## config.mk

```make
export PLATFORM = sky130hd
export DESIGN_NAME = rc5_key_expand
export DESIGN_NICKNAME = d
export VERILOG_FILES = /design/src/rtl/rc5_key_expand.sv
export SDC_FILE = /design/constraint.sdc
export NUM_CORES = 1
export LEC_CHECK = 0
export CAP_MARGIN = 20
export CORE_UTILIZATION = 39
export DETAILED_ROUTE_END_ITERATION = 10
export SETUP_SLACK_MARGIN = 0.1
export SYNTH_ARGS = -nofsm -noshare
export SYNTH_HDL_FRONTEND = slang
export SYNTH_SLANG_ARGS = --single-unit
```

## constraint.sdc

```tcl
create_clock -name clk -period 16.05 [get_ports clk]
set_input_delay 2.4075 -clock clk [delete_from_list [all_inputs] [get_ports clk]]
set_output_delay 2.4075 -clock clk [all_outputs]
set_load 0.02 [all_outputs]
```

## src/rtl/rc5_key_expand.sv

```systemverilog
// rc5_key_expand
// ---------------------------------------------------------------------------
// RC5-16/r/16 key-expansion unit. Takes a 128-bit user key and a round count
// r (0..15) and builds the expanded round-key table S[0..2r+1] of 16-bit
// words. The round engine reads the table through a registered read port.
//
// Ports:
//   clk         rising-edge clock
//   rst         synchronous active-high reset
//   start       request expansion (accepted only while idle)
//   num_rounds  round count r, latched with start
//   key         128-bit user key, latched with start; L[j] = key[16j+15:16j]
//   busy        high while the table is being initialised or mixed
//   done        one-cycle pulse when the table is complete
//   ready       level, table valid; cleared by an accepted start or rst
//   rd_addr     table index for the read port
//   rd_data     registered read data (0 when the table is not valid or the
//               index is beyond the table)
// ---------------------------------------------------------------------------
module rc5_key_expand #(
  parameter logic [15:0] P_CONST = 16'hB7E1,
  parameter logic [15:0] Q_CONST = 16'h9E37
) (
  input  logic         clk,
  input  logic         rst,
  input  logic         start,
  input  logic [3:0]   num_rounds,
  input  logic [127:0] key,
  output logic         busy,
  output logic         done,
  output logic         ready,
  input  logic [4:0]   rd_addr,
  output logic [15:0]  rd_data
);

  typedef enum logic [1:0] {
    ST_IDLE = 2'd0,
    ST_INIT = 2'd1,
    ST_MIX  = 2'd2,
    ST_DONE = 2'd3
  } state_t;

  // 16-bit rotate left by 0..15; a shift of 16 yields zero, so s=0 is identity.
  function automatic logic [15:0] rotl16(input logic [15:0] x, input logic [3:0] s);
    rotl16 = (x << s) | (x >> (5'd16 - {1'b0, s}));
  endfunction

  state_t      state_r;
  logic        busy_r;
  logic        done_r;
  logic        ready_r;
  logic [15:0] rd_data_r;

  logic [15:0] s_mem [32];
  logic [15:0] l_mem [8];

  logic [15:0] acc_r;
  logic [15:0] a_r;
  logic [15:0] b_r;
  logic [4:0]  i_r;
  logic [2:0]  j_r;
  logic [6:0]  count_r;
  logic [5:0]  t_r;
  logic [6:0]  n_r;

  logic [5:0]  t_s;
  logic [6:0]  n_s;
  logic [5:0]  i_inc_s;
  logic [15:0] sum_a_s;
  logic [15:0] a_next_s;
  logic [15:0] ab_s;
  logic [15:0] b_next_s;

  // Table size and mix iteration count from the requested round count:
  // t = 2r+2, n = 3*max(t,8) which is 24 for r<=3 and 6r+6 above that.
  always_comb begin
    t_s = {1'b0, num_rounds, 1'b0} + 6'd2;
    if (num_rounds <= 4'd3) begin
      n_s = 7'd24;
    end else begin
      n_s = ({3'b000, num_rounds} * 7'd6) + 7'd6;
    end
  end

  // One mixing step: A' from S[i], then B' rotated by the low nibble of A'+B.
  always_comb begin
    i_inc_s  = {1'b0, i_r} + 6'd1;
    sum_a_s  = s_mem[i_r] + a_r + b_r;
    a_next_s = rotl16(sum_a_s, 4'd3);
    ab_s     = a_next_s + b_r;
    b_next_s = rotl16(l_mem[j_r] + ab_s, ab_s[3:0]);
  end

  // Table storage writes: key latch on start, constant fill in INIT, mix in MIX.
  // Contents are deliberately not cleared by reset.
  always_ff @(posedge clk) begin
    if (!rst && (state_r == ST_IDLE) && start) begin
      for (int jj = 0; jj < 8; jj++) begin
        l_mem[jj] <= key[16*jj +: 16];
      end
    end else if (!rst && (state_r == ST_INIT)) begin
      s_mem[i_r] <= acc_r;
    end else if (!rst && (state_r == ST_MIX)) begin
      s_mem[i_r] <= a_next_s;
      l_mem[j_r] <= b_next_s;
    end
  end

  // Control FSM with registered status outputs and registered read port.
  always_ff @(posedge clk) begin
    if (rst) begin
      state_r   <= ST_IDLE;
      busy_r    <= 1'b0;
      done_r    <= 1'b0;
      ready_r   <= 1'b0;
      rd_data_r <= 16'h0000;
      acc_r     <= 16'h0000;
      a_r       <= 16'h0000;
      b_r       <= 16'h0000;
      i_r       <= 5'd0;
      j_r       <= 3'd0;
      count_r   <= 7'd0;
      t_r       <= 6'd0;
      n_r       <= 7'd0;
    end else begin
      // A read issued in the done cycle still returns zero: the table only
      // becomes readable once the FSM is back in IDLE.
      if (ready_r && !done_r && ({1'b0, rd_addr} < t_r)) begin
        rd_data_r <= s_mem[rd_addr];
      end else begin
        rd_data_r <= 16'h0000;
      end

      case (state_r)
        ST_IDLE: begin
          done_r <= 1'b0;
          if (start) begin
            t_r     <= t_s;
            n_r     <= n_s;
            acc_r   <= P_CONST;
            i_r     <= 5'd0;
            ready_r <= 1'b0;
            busy_r  <= 1'b1;
            state_r <= ST_INIT;
          end
        end

        ST_INIT: begin
          acc_r <= acc_r + Q_CONST;
          if ({1'b0, i_r} == (t_r - 6'd1)) begin
            a_r     <= 16'h0000;
            b_r     <= 16'h0000;
            i_r     <= 5'd0;
            j_r     <= 3'd0;
            count_r <= 7'd0;
            state_r <= ST_MIX;
          end else begin
            i_r <= i_r + 5'd1;
          end
        end

        ST_MIX: begin
          a_r     <= a_next_s;
          b_r     <= b_next_s;
          i_r     <= (i_inc_s == t_r) ? 5'd0 : i_inc_s[4:0];
          j_r     <= j_r + 3'd1;
          count_r <= count_r + 7'd1;
          if (count_r == (n_r - 7'd1)) begin
            busy_r  <= 1'b0;
            done_r  <= 1'b1;
            ready_r <= 1'b1;
            state_r <= ST_DONE;
          end
        end

        ST_DONE: begin
          // Start is ignored here; the next IDLE cycle may accept one.
          done_r  <= 1'b0;
          state_r <= ST_IDLE;
        end

        default: begin
          busy_r  <= 1'b0;
          done_r  <= 1'b0;
          ready_r <= 1'b0;
          state_r <= ST_IDLE;
        end
      endcase
    end
  end

  assign busy    = busy_r;
  assign done    = done_r;
  assign ready   = ready_r;
  assign rd_data = rd_data_r;

endmodule
```

==> flow_metrics.py, run 1 <==
metrics = {
    "setup_path": {
        "r2r_slack_ns": 4.62,
        "slowest_stage": "nor4_2",
        "reg2reg_to": "l_mem[6][14]",
        "cp-start-kind": "flop",
        "cpPeakStageDelay_ns": 0.91,
        "critPathRequiredTime_ns": 16.40,
        "endpoint_kind": "flop",
        "r2r_cells": 33,
        "worstPathMaxFanout": 95,
        "critPathKind": "reg -> reg",
        "arrival_ns": 11.78,
        "crit_path_end": "l_mem[6][14]",
    },
    "run": {
        "drv_cap": 0,
    },
    "grt": {
        "grt_overflow": 0,
        "antenna_found_initial": 2,
        "grt_first_pass_wirelength_mm": 168,
        "grt_max_degree": 96,
        "grt_pass1_vias": 25200,
        "grt_usage_pct": 22.9,
    },
    "synthesis": {
        "yosys.area_share.simple_pct": 6.34,
        "synthAdderAreaFrac_pct": 3.26,
        "ys_seq_elements": 743,
        "synth_area_leader_cell": "edfxtp_1",
        "ys_warn_count": 0,
        "synth_top_family_by_area": "multiplexers",
        "synth-edff-count": 640,
        "yosys.area_share.xor_xnor_pct": 1.85,
        "yosys-top-cells-count": "640 x edfxtp_1, 359 x mux4_2, 212 x nor2_1, 168 x nand2_1, 120 x a21oi_1",
        "synth_area_sq_mm": 0.0386,
        "ys_seq_area_share_pct": 55.2,
        "synth_compound_area_share_pct": 7.27,
        "syn-num-nets": 2793,
        "syn-mean-instance-area_sq_um": 15.0,
        "ys_async_sr_fraction_pct": 0,
        "synth_area_leaders": "edfxtp_1 50%, mux4_2 21%, dfxtp_1 5.3%",
        "synth_top_area_share_pct": 49.8,
        "syn-instance-count": 2564,
        "ys_types": 80,
        "synth_mux_area_share_pct": 24.0,
        "yosysMostFrequentCell": "edfxtp_1",
        "synth_ff_type": "edfxtp_1",
    },
    "routing": {
        "met2_length_mm": 56.6,
        "drt_iter0_drc": 2855,
        "wl_met3_mm": 7.78,
        "wl_met1_mm": 46.5,
        "drt-wirelength-per-cell_um": 28.3,
        "finalWirelength_mm": 115,
        "highest_layer": "met4",
        "ant_nets": 0,
        "vias_per_cell": 6.10,
        "drc_errors": 0,
        "vias": 24800,
        "dr.pass1.iters": 5,
    },
    "clock_network": {
        "insertion_delay_ns": 0.67,
        "clockBufferDepth": 3,
        "post_cts_resize_count": 0,
        "tritoncts": "done",
        "clkTransAtPathRegs_ns": 0.06,
        "cts_buffers": 79,
        "cts_setup_buffers": 0,
        "clockRootBuffer": "clkbuf_16",
        "cts.sinks": 743,
        "hold_buffers": 0,
        "h-tree-depth": 3,
    },
    "floorplan": {
        "dieArea_sq_mm": 0.100,
        "die_h_um": 317,
        "num_rows": 114,
        "die_width_um": 317,
        "start_util_pct": 39.7,
        "boundaryPins": 159,
        "core_area_sq_mm": 0.0973,
    },
    "hold_path": {
        "hold_depth": 2,
        "hold_path.class": "reg -> reg",
    },
    "timing": {
        "fin_skew_ns": 0.0514,
        "period_share_pct": 71.2,
        "finalCriticalPeriod_ns": 11.43,
        "rsz0062_at_grt": "false",
        "finalMaxSlewViolations": 0,
        "setup_viol": 0,
        "worst_pin_slew_ns": 1.18,
        "finalSetupTns_ns": 0,
        "finalHoldViolations": 0,
        "whs_ns": 0.470,
        "max_freq_ghz": 0.0875,
        "relSlewSlack_pct": 21.2,
    },
    "finish": {
        "final_layout_size_suffix_gt1_share_pct": 24.9,
        "area_growth_pct": 16.3,
        "fin_cells": 4069,
        "final_nets": 2956,
    },
    "run_status": {
        "run_status": "complete, no violations",
    },
    "placed_design": {
        "place_inst": 3908,
        "finalWeightedCongestion": 0.933,
        "post-dp-hpwl_mm": 75.3,
        "port_buffers": 158,
    },
}
## cell usage in the layout, fill, tap and decap left out, drive strengths merged, types with 11 or more instances in the layout
cell type      netlist  routed
edfxtp             640     640
mux4               359     359
nor2               212     212
nand2              168     168
clkdlybuf4s50        0     152
a21oi              120     120
dfxtp              103     103
clkbuf             119      98
buf                 41      89
o21ai               73      73
ha                  70      70
mux2                68      68
inv                 56      58
xnor2               52      52
nor3                42      42
mux2i               40      40
clkinv               2      33
a211oi              29      29
xor2                27      27
a22oi               23      23
a21o                20      20
nand3               20      20
fa                  19      19
a31oi               18      18
nand2b              18      18
o31ai               15      15
and2                12      12
o211ai              11      11
nor2b               11      11
and3                11      11
## cell families (layout without fill, tap and decap cells)
group / count (synthesis) / in the layout
flops: 743 / 743
fa+ha+maj: 89 / 89
compound gates: 420 / 420
other cells: 0 / 2
mux: 467 / 467
simple gates: 547 / 547
xor+xnor: 80 / 80
buf+inv: 218 / 445
## per-layer routing
| layer | vias to the layer above | track usage [%] |
|---|---|---|
| li1 | 10700 | - |
| met1 | 12800 | 30.4 |
| met2 | 1123 | 38.5 |
| met3 | 213 | 3.03 |
| met4 | 0 | 8.17 |
| met5 | - | 0 |
## registers in the layout, summed over array words and instances (netlist names), named ones only
| name | flops |
|---|---|
| s_mem | 512 |
| l_mem | 128 |
| a_r | 16 |
| acc_r | 16 |
| b_r | 16 |
| rd_data | 16 |
| count_r | 7 |
| n_r | 6 |
| i_r | 5 |
| t_r | 5 |
| j_r | 3 |
| state_r | 2 |
| busy | 1 |
| done | 1 |
| ready | 1 |
## how the worst min path moves through the flow
| stage | from | to |
|---|---|---|
| finish | n_r[6] | n_r[6] |
| global route | n_r[6] | n_r[6] |
| CTS | n_r[6] | n_r[6] |
| detailed placement | acc_r[0] | acc_r[0] |
| global placement | n_r[6] | n_r[6] |
| floorplan | n_r[6] | n_r[6] |
## layout make-up
type / instances / area [sq um]
diodes: 2 / 5.00
flip-flops and latches: 743 / 21300
fillers: 8394 / 52400
multi-input cells: 1603 / 16600
repair buffers: 242 / 2450
clock inverters: 48 / 594
clock buffers: 97 / 2120
well taps: 1276 / 1600
inverters: 58 / 218
## worst max-delay path: cells and delay by family (launching register included)
kind / cells / cell delay, ns
AND/OR/NAND/NOR: 3 / 1.18
XOR/XNOR: 3 / 0.85
AO/OA/AOI/OAI: 16 / 3.83
adder cells (fa/ha/maj): 6 / 2.12
flip-flops: 1 / 0.84
multiplexers: 3 / 1.45
buffers and inverters: 2 / 0.79
## metrics by stage
step                      worst slack (ns)  instance area, sq um  utilization [%]
after CTS                             4.60                 44500             45.8
after detailed placement              4.64                 41800             43.0
after global routing                  3.98                 44900             46.1
after floorplan                       5.97                 38600                -
final                                 4.62                 44900             46.1
after global placement                4.73                 41800             43.0
Power of run 1 is not shown: default switching activity piles up to over one toggle a cycle in this logic, so the estimate is an artifact.
==> inputs of run 2 (changes only) <==
==> constraint.sdc (replaced) <==
create_clock -name clk -period 10.2 [get_ports clk]
set_input_delay 1.53 -clock clk [delete_from_list [all_inputs] [get_ports clk]]
set_output_delay 1.53 -clock clk [all_outputs]
set_load 0.02 [all_outputs]
==> run 2 against run 1 <==
Highest routed layer is now met5. Global-route usage grew 1.1 points. Wire length up 4.4%. Sequential share of layout area fell by 0.37 points. Clock-buffer cell count rose by 7. Largest cell class unchanged. Final cell count grew 0.42%.
==> flow_metrics.py, run 2 (synthesized netlist as in run 1, its figures left out) <==
metrics = {
    "run_status": {
        "run_status": "complete, no violations",
    },
    "grt": {
        "grt_first_pass_wirelength_mm": 174,
        "antenna_found_initial": 3,
        "grt_overflow": 0,
        "grt_max_degree": 68,
        "grt_pass1_vias": 25700,
        "grt_usage_pct": 24.0,
    },
    "clock_network": {
        "clockBufferDepth": 3,
        "cts.sinks": 743,
        "clkTransAtPathRegs_ns": 0.06,
        "h-tree-depth": 3,
        "insertion_delay_ns": 0.66,
        "tritoncts": "done",
        "cts_buffers": 81,
        "clockRootBuffer": "clkbuf_16",
    },
    "timing": {
        "relSlewSlack_pct": 27.6,
        "worst_pin_slew_ns": 1.08,
        "rsz0062_at_grt": "false",
        "period_share_pct": 95.1,
        "fin_skew_ns": 0.0485,
        "setup_viol": 0,
        "max_freq_ghz": 0.103,
        "finalSetupTns_ns": 0,
        "finalMaxSlewViolations": 0,
        "finalHoldViolations": 0,
        "finalCriticalPeriod_ns": 9.70,
    },
    "placed_design": {
        "finalWeightedCongestion": 0.970,
        "port_buffers": 158,
        "post-dp-hpwl_mm": 78.2,
    },
    "setup_path": {
        "slowest_stage": "mux4_2",
        "endpoint_kind": "flop",
        "critPathKind": "reg -> reg",
        "arrival_ns": 10.05,
        "r2r_slack_ns": 0.50,
        "reg2reg_to": "l_mem[3][6]",
        "cp-start-kind": "flop",
        "cpPeakStageDelay_ns": 0.48,
        "worstPathMaxFanout": 9,
        "critPathRequiredTime_ns": 10.55,
        "r2r_cells": 35,
    },
    "run": {
        "drv_cap": 0,
    },
    "finish": {
        "largest_register_ffs": 512,
        "regMostFlops": "s_mem",
        "final_layout_size_suffix_gt1_share_pct": 26.0,
        "mostFrequentLayoutCell": "edfxtp_1",
        "num-fill-cells": 8432,
        "final_nets": 2972,
        "mostFrequentLayoutCells": "640 x edfxtp_1, 359 x mux4_2, 178 x nor2_1",
        "area_growth_pct": 17.2,
        "reg.largest.list": "s_mem x512, l_mem x128",
    },
    "routing": {
        "finalWirelength_mm": 120,
        "ant_nets": 0,
        "drt_iter0_drc": 2449,
        "vias_per_cell": 6.21,
        "vias": 25400,
        "drc_errors": 0,
        "dr.pass1.iters": 6,
        "drt-wirelength-per-cell_um": 29.4,
    },
    "floorplan": {
        "core_area_sq_mm": 0.0973,
        "boundaryPins": 159,
        "start_util_pct": 39.7,
        "dieArea_sq_mm": 0.100,
        "die_width_um": 317,
        "num_rows": 114,
        "die_h_um": 317,
    },
    "hold_path": {
        "hold_depth": 2,
        "holdCritStartpoint": "n_r[6]",
        "hold_end": "n_r[6]",
        "hold_path.class": "reg -> reg",
    },
}
==> run 2: layout make-up <==
cell class                 count  area (sq um)  share of cell area (%)
multi-input combinational   1603         16800                    37.2
tap                         1276          1600                    3.53
sequential                   743         21300                    47.1
timing repair buffer         256          2560                    5.67
clock inverter                45           492                    1.09
inverter                      58           218                   0.481
antenna                        1          2.50                 0.00553
clock buffer                 104          2230                    4.94
==> run 2: stage by stage <==
stage / cell area (sq um) / setup slack (ns) / cells / util (%) / hold WS [ns]
after floorplan: 38600 / 0.117 / 2564 / - / 0.444
after global placement: 42000 / 0.119 / 3910 / 43.2 / 0.467
after detailed placement: 42000 / 0.00669 / 3910 / 43.2 / 0.479
after CTS: 44800 / 0.155 / 4059 / 46.0 / 0.492
after global routing: 45200 / 0.0735 / 4085 / 46.5 / 0.525
final: 45200 / 0.503 / 4086 / 46.5 / 0.482
==> run 2: worst max-delay path: cells and delay by family (launching register included) <==
kind,cells,cell delay [ns]
AOI/OAI and AO/OA,18,4.24
adders and majority gates,5,1.78
muxes,3,1.26
buffers and inverters,3,0.65
and+or+nand+nor,4,0.59
DFF,1,0.44
xor gates and xnor gates,2,0.42
==> run 2: layer usage <==
layer  vias up  track usage, %  share of wire [%]
li1      10700               -                  -
met1     13200            31.3                 39
met2      1229            39.8                 49
met3       275            3.49                7.2
met4         4            10.9                4.8
met5         -               0              0.015
==> run 2: timing repair <==
action | CTS | global route
resized for setup | 4 | 16
pin swaps | 0 | 2
buffers inserted | 0 | 15
gates cloned | 0 | 0
endpoints found under the setup margin | 30 | 140
hold buffers | 0 | 0
==> run 2: worst max-delay path by stage <==
stage / from / end / slack [ns] / depth (start not counted)
4_1_cts: flop / l_mem[2][0] / 0.16 / 33
5_1_grt: flop / l_mem[3][14] / 0.07 / 35
2_1_floorplan: flop / l_mem[6][0] / 0.12 / 36
3_3_place_gp: flop / l_mem[6][14] / 0.12 / 33
3_5_place_dp: flop / l_mem[1][9] / 0.007 / 33
6_report: flop / l_mem[3][6] / 0.50 / 35
Power of run 2 is left out for the same reason.
